--- src/rtl/math_equation_pkg.sv ---
// Shared widths and arithmetic helpers for the equation pipeline.
// The narrowing helper clamps to a signed range; the divide helper rounds toward zero.
package math_equation_pkg;

   // Working width for the final divide/narrow step (covers any legal FULL_W).
   localparam int CALC_W = 64;

   // Result of narrowing: clamped value plus a flag set when a clamp happened.
   typedef struct packed {
      logic              sat;
      logic [CALC_W-1:0] val;
   } narrow_t;

   function automatic int full_w(int width, int cw);
      return 2*width + cw + 3;
   endfunction

   function automatic int r0_w(int width, int cw);
      return width + cw + 1;
   endfunction

   function automatic int s0_w(int width);
      return width + 1;
   endfunction

   // Divide by 2**shift rounding toward zero: negative values get
   // (2**shift - 1) added first so the arithmetic shift does not round down.
   function automatic logic signed [CALC_W-1:0] div_pow2_trunc(
      input logic signed [CALC_W-1:0] value,
      input int                       shift
   );
      logic signed [CALC_W-1:0] adj;
      adj = '0;
      if (value[CALC_W-1])
         adj = (64'sd1 <<< shift) - 64'sd1;
      return (value + adj) >>> shift;
   endfunction

   // Clamp value into the signed out_w-bit range.
   function automatic narrow_t sat_narrow(
      input logic signed [CALC_W-1:0] value,
      input int                       out_w
   );
      narrow_t                  r;
      logic signed [CALC_W-1:0] hi;
      logic signed [CALC_W-1:0] lo;
      hi    = (64'sd1 <<< (out_w - 1)) - 64'sd1;
      lo    = -hi - 64'sd1;
      r.sat = 1'b0;
      r.val = value;
      if (value > hi) begin
         r.sat = 1'b1;
         r.val = hi;
      end else if (value < lo) begin
         r.sat = 1'b1;
         r.val = lo;
      end
      return r;
   endfunction

endpackage

--- src/rtl/math_equation_pipe_stage_ctrl.sv ---
// One pipeline stage's valid flag and its advance term.
// A stage may load whenever downstream advances or it currently holds a bubble.
module pipe_stage_ctrl (
   input  logic clk,
   input  logic rst,
   input  logic up_valid,
   input  logic down_adv,
   output logic valid,
   output logic adv
);

   assign adv = down_adv || !valid;

   // Valid follows upstream on advance, holds while stalled, clears on reset.
   always_ff @(posedge clk) begin
      if (rst)
         valid <= 1'b0;
      else if (adv)
         valid <= up_valid;
   end

endmodule

--- src/rtl/math_equation_pipe.sv ---
// 3-stage bubble-collapsing pipeline computing
//   q = ((BIAS + COEF_C*c)*(a - b) - (d <<< SHIFT_D)) / 2**DIV_SHIFT
// with valid/ready on both sides. Division rounds toward zero.
// Optional: MATH_EQ_PIPE_SAT_EN clamps q to the OUT_W signed range and adds sat_o;
// without it q is the low OUT_W bits of the result.
module math_equation_pipe
   import math_equation_pkg::*;
#(
   parameter int WIDTH     = 8,
   parameter int CW        = 3,
   parameter int COEF_C    = 3,
   parameter int BIAS      = 1,
   parameter int SHIFT_D   = 2,
   parameter int DIV_SHIFT = 1,
   parameter int OUT_W     = full_w(WIDTH, CW)
) (
   input  logic                    clk,
   input  logic                    rst,
   input  logic                    valid_i,
   output logic                    ready_o,
   input  logic signed [WIDTH-1:0] a,
   input  logic signed [WIDTH-1:0] b,
   input  logic signed [WIDTH-1:0] c,
   input  logic signed [WIDTH-1:0] d,
   output logic                    valid_o,
   input  logic                    ready_i,
   output logic signed [OUT_W-1:0] q
`ifdef MATH_EQ_PIPE_SAT_EN
   ,
   output logic                    sat_o
`endif
);

   localparam int FULL_W = full_w(WIDTH, CW);
   localparam int R0_W   = r0_w(WIDTH, CW);
   localparam int S0_W   = s0_w(WIDTH);

   localparam logic signed [CW-1:0] COEF_K = CW'(COEF_C);
   localparam logic signed [CW-1:0] BIAS_K = CW'(BIAS);

   logic v0, v1, v2;
   logic adv0, adv1, adv2;
   logic accept;

   logic signed [R0_W-1:0]   r0;
   logic signed [S0_W-1:0]   s0;
   logic signed [WIDTH-1:0]  d0;
   logic signed [FULL_W-1:0] p1;
   logic signed [FULL_W-1:0] e1;
   logic signed [FULL_W-1:0] t;
   logic signed [CALC_W-1:0] t_div;
   logic signed [OUT_W-1:0]  q_n;
   logic                     sat_n;

   // rst blocks acceptance in the reset cycle itself.
   assign ready_o = adv0 && !rst;
   assign accept  = valid_i && ready_o;
   assign valid_o = v2;

   pipe_stage_ctrl u_s0 (.clk(clk), .rst(rst), .up_valid(accept), .down_adv(adv1),    .valid(v0), .adv(adv0));
   pipe_stage_ctrl u_s1 (.clk(clk), .rst(rst), .up_valid(v0),     .down_adv(adv2),    .valid(v1), .adv(adv1));
   pipe_stage_ctrl u_s2 (.clk(clk), .rst(rst), .up_valid(v1),     .down_adv(ready_i), .valid(v2), .adv(adv2));

   // Stage 0: coefficient term, operand difference, and d captured on accept.
   always_ff @(posedge clk) begin
      if (adv0 && accept) begin
         r0 <= R0_W'(BIAS_K) + R0_W'(COEF_K) * R0_W'(c);
         s0 <= S0_W'(a) - S0_W'(b);
         d0 <= d;
      end
   end

   // Stage 1: product and shifted d, both at the exact result width.
   always_ff @(posedge clk) begin
      if (adv1 && v0) begin
         p1 <= FULL_W'(r0) * FULL_W'(s0);
         e1 <= FULL_W'(d0) <<< SHIFT_D;
      end
   end

   // Stage 2 combinational: difference, divide toward zero, narrow to OUT_W.
   always_comb begin
      t     = p1 - e1;
      t_div = div_pow2_trunc(CALC_W'(t), DIV_SHIFT);
`ifdef MATH_EQ_PIPE_SAT_EN
      begin
         narrow_t nr;
         nr    = sat_narrow(t_div, OUT_W);
         q_n   = OUT_W'(nr.val);
         sat_n = nr.sat;
      end
`else
      q_n   = OUT_W'(t_div);
      sat_n = 1'b0;
`endif
   end

   // Stage 2 register: result (and clamp flag) held stable while stalled.
   always_ff @(posedge clk) begin
      if (adv2 && v1) begin
         q <= q_n;
`ifdef MATH_EQ_PIPE_SAT_EN
         sat_o <= sat_n;
`endif
      end
   end

`ifndef MATH_EQ_PIPE_SAT_EN
   logic unused_sat;
   assign unused_sat = sat_n;
`endif

endmodule

--- config.mk ---
export PLATFORM = sky130hd
export DESIGN_NAME = math_equation_pipe
export DESIGN_NICKNAME = d
export VERILOG_FILES = /design/src/rtl/math_equation_pkg.sv /design/src/rtl/math_equation_pipe_stage_ctrl.sv /design/src/rtl/math_equation_pipe.sv
export SDC_FILE = /design/constraint.sdc
export NUM_CORES = 1
export LEC_CHECK = 0
export BUFFER_PORTS_ARGS = -buffer_cell sky130_fd_sc_hd__buf_2
export CAP_MARGIN = 20
export CELL_PAD_IN_SITES_DETAIL_PLACEMENT = 0
export CELL_PAD_IN_SITES_GLOBAL_PLACEMENT = 2
export CORE_MARGIN = 2
export CORE_UTILIZATION = 37
export DETAILED_ROUTE_END_ITERATION = 10
export HOLD_SLACK_MARGIN = 0.1
export PLACE_DENSITY = 0.9
export SYNTH_ARGS = -nofsm -noshare
export SYNTH_HDL_FRONTEND = slang
export SYNTH_SLANG_ARGS = --single-unit
--- constraint.sdc ---
create_clock -name clk -period 5 [get_ports clk]
set_input_delay 1 -clock clk [delete_from_list [all_inputs] [get_ports clk]]
set_output_delay 1 -clock clk [all_outputs]
set_load 0.005 [all_outputs]
### Yosys cells after proc, flatten, opt, wreduce, memory -nomap -nowiden

Cells that the tools add are included.

| word-level totals | value |
|---|---|
| input bits | 36 |
| bits in registers | 84 |

| operators by class | value |
|---|---|
| $mul | 2 |
| multiplexer cells | 1 |
| add/subtract/negate cells | 4 |
| reduce and logical (&&, ||, !) cells | 12 |

Operators with widths:

| cell | number |
|---|---|
| $add 22x2->23 | 1 |
| $sub 22x10->22 | 1 |
| $mul 12x9->21 | 1 |
| $add 2x11->12 const A | 1 |
| $mul 3x8->11 const A | 1 |
| $sub 8x8->9 | 1 |
| $logic_and 1x1->1 | 5 |
| $logic_not 1->1 | 4 |
| $logic_or 1x1->1 | 3 |
| $mux 1 | 1 |

### Depth between registers and ports, before layout

| depth | value |
|---|---|
| depth after elaboration | 7 |
| mapped depth | 20 |
| depth with buffers taken out | 19 |

### By module

Synthesis repeated with hierarchy kept, for this count alone.

| second synthesis, totals | value |
|---|---|
| cells, all modules | 787 |
| area, all modules | 8348.0 um2 |

By module, submodules not included:

| module | cells an instance | area each (um2) | instances |
|---|---|---|---|
| math_equation_pipe | 775 | 8209.1 | 1 |
| pipe_stage_ctrl | 4 | 46.3 | 3 |

### Worst setup path before layout

No wires, ideal clock.

| timing | value |
|---|---|
| kind | reg-to-reg |
| start | register s0[2] |
| end | register p1[20] (data pin) |
| path buffers | 1 |
| period minus slack after synthesis | 4.993 ns |
| library setup time | 0.260 ns |
| arrival | 4.733 ns |
| slack | 0.007 ns |
| data required time | 4.740 ns |
| stages on the path, launching flop included | 19 |
| path through | edfxtp_1 -> clkbuf_1 -> nand2_1 -> fa_1 -> inv_1 -> fa_1 -> inv_1 -> fa_1 -> fa_1 -> inv_1 -> fa_1 -> ha_1 -> or3_1 -> o211a_1 -> nor2_1 -> a21oi_1 -> a211o_1 -> a21oi_1 -> xnor2_1 |

| between the ends | value |
|---|---|
| cells in the longest elaborated chain, start to end | 1 |

RTL lines:

| what | line | source |
|---|---|---|
| start: declaration | math_equation_pipe.sv:46 | `logic signed [S0_W-1:0] s0;` |
| start signal: assignment | math_equation_pipe.sv:68 | `s0 <= S0_W'(a) - S0_W'(b);` |
| $mul 12x9->21 | math_equation_pipe.sv:76 | `p1 <= FULL_W'(r0) * FULL_W'(s0);` |
| end signal: assignment | math_equation_pipe.sv:76 |  |
| end: declaration | math_equation_pipe.sv:48 | `logic signed [FULL_W-1:0] p1;` |

Every way passes these cells.
A chain may end at the register's enable or synchronous reset.

### Worst setup path after layout

| timing | value |
|---|---|
| start | register r0[6] |
| end | register p1[20] (data pin) |

| between the ends | value |
|---|---|
| cells in the longest elaborated chain, start to end | 1 |

RTL lines:

| what | line | source |
|---|---|---|
| start: declaration | math_equation_pipe.sv:45 | `logic signed [R0_W-1:0] r0;` |
| start signal: assignment | math_equation_pipe.sv:67 | `r0 <= R0_W'(BIAS_K) + R0_W'(COEF_K) * R0_W'(c);` |
| $mul 12x9->21 | math_equation_pipe.sv:76 |  |

Every way passes these cells.

==> impl_metrics.env <==
export IMPL_status="finished clean"
export IMPL_core_mm2=0.0228
export IMPL_grt_usage_pct=14.3
export IMPL_synthesis_instances=848
export IMPL_grt_pass1_vias=5964
export IMPL_synth_top_area_share_pct=27.7
export IMPL_die_y_um=157
export IMPL_critPathCaptureType="flip-flop"
export IMPL_startpoint="r0[6]"
export IMPL_crit_required_ns=5.11
export IMPL_grt_max_degree=30
export IMPL_area_delta_synth_final_pct=17.2
export IMPL_post_route_drc_count=0
export IMPL_r2r_setup_slack_ns=0.06
export IMPL_fill_cells=2154
export IMPL_first_iter_violations=245
export IMPL_ctsRootBufferMaster="clkbuf_16"
export IMPL_ios=60
export IMPL_die_w_um=157
export IMPL_cp_max_fo=6
export IMPL_hp_class="flip-flop to flip-flop"
export IMPL_async_flop_share_pct=0
export IMPL_clkTransAtPathRegs_ns=0.07
export IMPL_clock_skew_ns=0.00514
export IMPL_wl_per_cell_um=13.1
export IMPL_syn_nets=1064
export IMPL_nets=1180
export IMPL_synth_edff_count=80
export IMPL_syn_avg_cell_area_um2=10.2
export IMPL_hold_violations=0
export IMPL_start_kind="flip-flop"
export IMPL_antenna_left=0
export IMPL_antenna_found_initial=0
export IMPL_wl_um=16800
export IMPL_multi_input_area_mm2=0.00568
export IMPL_max_cap_viol_count=0
export IMPL_worst_pin_slew_ns=1.00
export IMPL_ys_ff_latch=83
export IMPL_gp_congestion=0.869
export IMPL_seq_area_mm2=0.00246
export IMPL_whs_ns=0.420
export IMPL_clock_path_buffers=2
export IMPL_h_tree_depth=3
export IMPL_num_antenna_cells=0
export IMPL_dominantRegCellSynth="edfxtp_1"
export IMPL_synth_top_area_cell="edfxtp_1"
export IMPL_crit_type="flip-flop to flip-flop"
export IMPL_fin_crit_sh_pct=98.8
export IMPL_io_buffers=59
export IMPL_reg2reg_from="r0[6]"
export IMPL_cts_sinks=83
export IMPL_dr_pass1_iters=4
export IMPL_synth_warnings=0
export IMPL_vias_per_cell=4.71
export IMPL_cts_made_buffers=9
export IMPL_synth_most_common_cell="inv_1"
export IMPL_final_layout_size_suffix_gt1_share_pct=18.0
export IMPL_setup_viol=0
export IMPL_ys_seq_area_share_pct=28.4
export IMPL_syn_area_mm2=0.00866
export IMPL_synth_cell_types=61
export IMPL_clk_latency_ns=0.36
export IMPL_max_slew_margin_pct=32.8
export IMPL_core_rowCount=55
export IMPL_postCtsHoldBufs=0
export IMPL_rsz0062_at_grt="true"
export IMPL_synthTopCellsByArea="edfxtp_1, fa_1, ha_1"
export IMPL_cts_tree="done"
export IMPL_fp_dieArea_mm2=0.0247
export IMPL_grt_ovfl_total=0
export IMPL_worstPathArrival_ns=5.05
export IMPL_fmax_mhz=202
export IMPL_fin_crit_ns=4.94
export IMPL_grt_pass1_wl_um=28000
export IMPL_initial_utilization_pct=38.0
export IMPL_vias=6035
export IMPL_hpwl_um=13600
export IMPL_worstHoldStart="d0[0]"
export IMPL_drv_slew=0
export IMPL_synth_common_cells="inv_1, fa_1, ha_1"
==> worst paths after layout <==
kind | cells past startpoint | endpoint
worst max-delay path | 15 | p1[20]
worst max register to register | 15 | p1[20]
worst min-delay path | 0 | e1[2]
worst min register to register | 0 | e1[2]
==> repair_timing <==
| action | 4_1_cts | 5_1_grt |
|---|---|---|
| setup endpoints to repair | 4 | 7 |
| setup buffers | 6 | 11 |
| gates resized for setup | 6 | 15 |
| endpoints found under the hold margin | 0 | 0 |
| pin swaps | 0 | 28 |
==> cell type report <==
cell class                      count  share of cell area, %
Multi-Input combinational cell    608                   56.0
Timing Repair Buffer              128                   8.05
Clock inverter                      7                  0.715
Tap cell                          313                   3.86
Inverter                          134                   4.95
Clock buffer                        9                   2.22
Sequential cell                    83                   24.3
==> routing by layer <==
metal | routed length [um] | share of wire (%) | up-vias | track usage (%)
met5 | 0 | 0 | - | 0
met4 | 328 | 2.0 | 0 | 5.15
met3 | 495 | 3.0 | 16 | 2.04
met2 | 8000 | 48 | 106 | 24.5
met1 | 7940 | 47 | 2865 | 18.5
li1 | - | - | 3048 | -
==> critical path, cell delays in order (launching register included) <==
cell,delay [ns]
edfxtp_1,0.46
buf_4,0.20
and2_1,0.18
fa_1,0.56
fa_1,0.44
fa_1,0.49
fa_1,0.49
ha_1,0.31
ha_1,0.22
or3_4,0.37
o211a_1,0.26
nor2_2,0.11
a21oi_2,0.10
a211o_1,0.31
a21oi_2,0.13
xnor2_1,0.07
==> logic make-up (layout without fill, tap and decap cells) <==
logic type / Yosys count / after routing / share of synthesized area (%)
buffers and inverters: 157 / 278 / 6.89
AND/OR/NAND/NOR: 242 / 242 / 14.4
XOR/XNOR: 67 / 67 / 6.77
flip-flops: 83 / 83 / 28.4
AO/OA/AOI/OAI: 119 / 119 / 9.36
adder cells (fa/ha/maj): 180 / 180 / 34.1
==> cell usage in the layout (no fill, tap or decap), types with 10 or more instances in the layout <==
cell type,count
inv_1,132
nor3_1,14
xor2_1,16
xnor2_1,51
and2_1,47
buf_2,59
nand2_1,75
a21oi_1,28
nand2b_1,11
o21ai_0,15
nor2b_1,10
fa_1,90
nor2_1,41
buf_4,68
edfxtp_1,80
ha_1,83
==> sequential cells by signal, summed over array words and instances, names as in the netlist <==
register,flops
q,22
u_s2.valid,1
d0,8
u_s0.valid,1
s0,9
u_s1.valid,1
r0,12
p1,21
e1,8
==> through the flow <==
stage	utilization [%]	worst slack [ns]	setup TNS, ns	area [um2]	instances
after CTS	44.0	0.0109	0	10000	1271
after global placement	42.4	-0.0634	-0.109	9650	1249
after floorplan	-	0.00692	0	8660	848
after global routing	44.6	-0.163	-0.550	10200	1282
after detailed placement	42.4	-0.0964	-0.314	9650	1249
final	44.6	0.0615	0	10200	1282
Power is not shown: default switching activity piles up to over one toggle a cycle in this logic, so the estimate is an artifact.
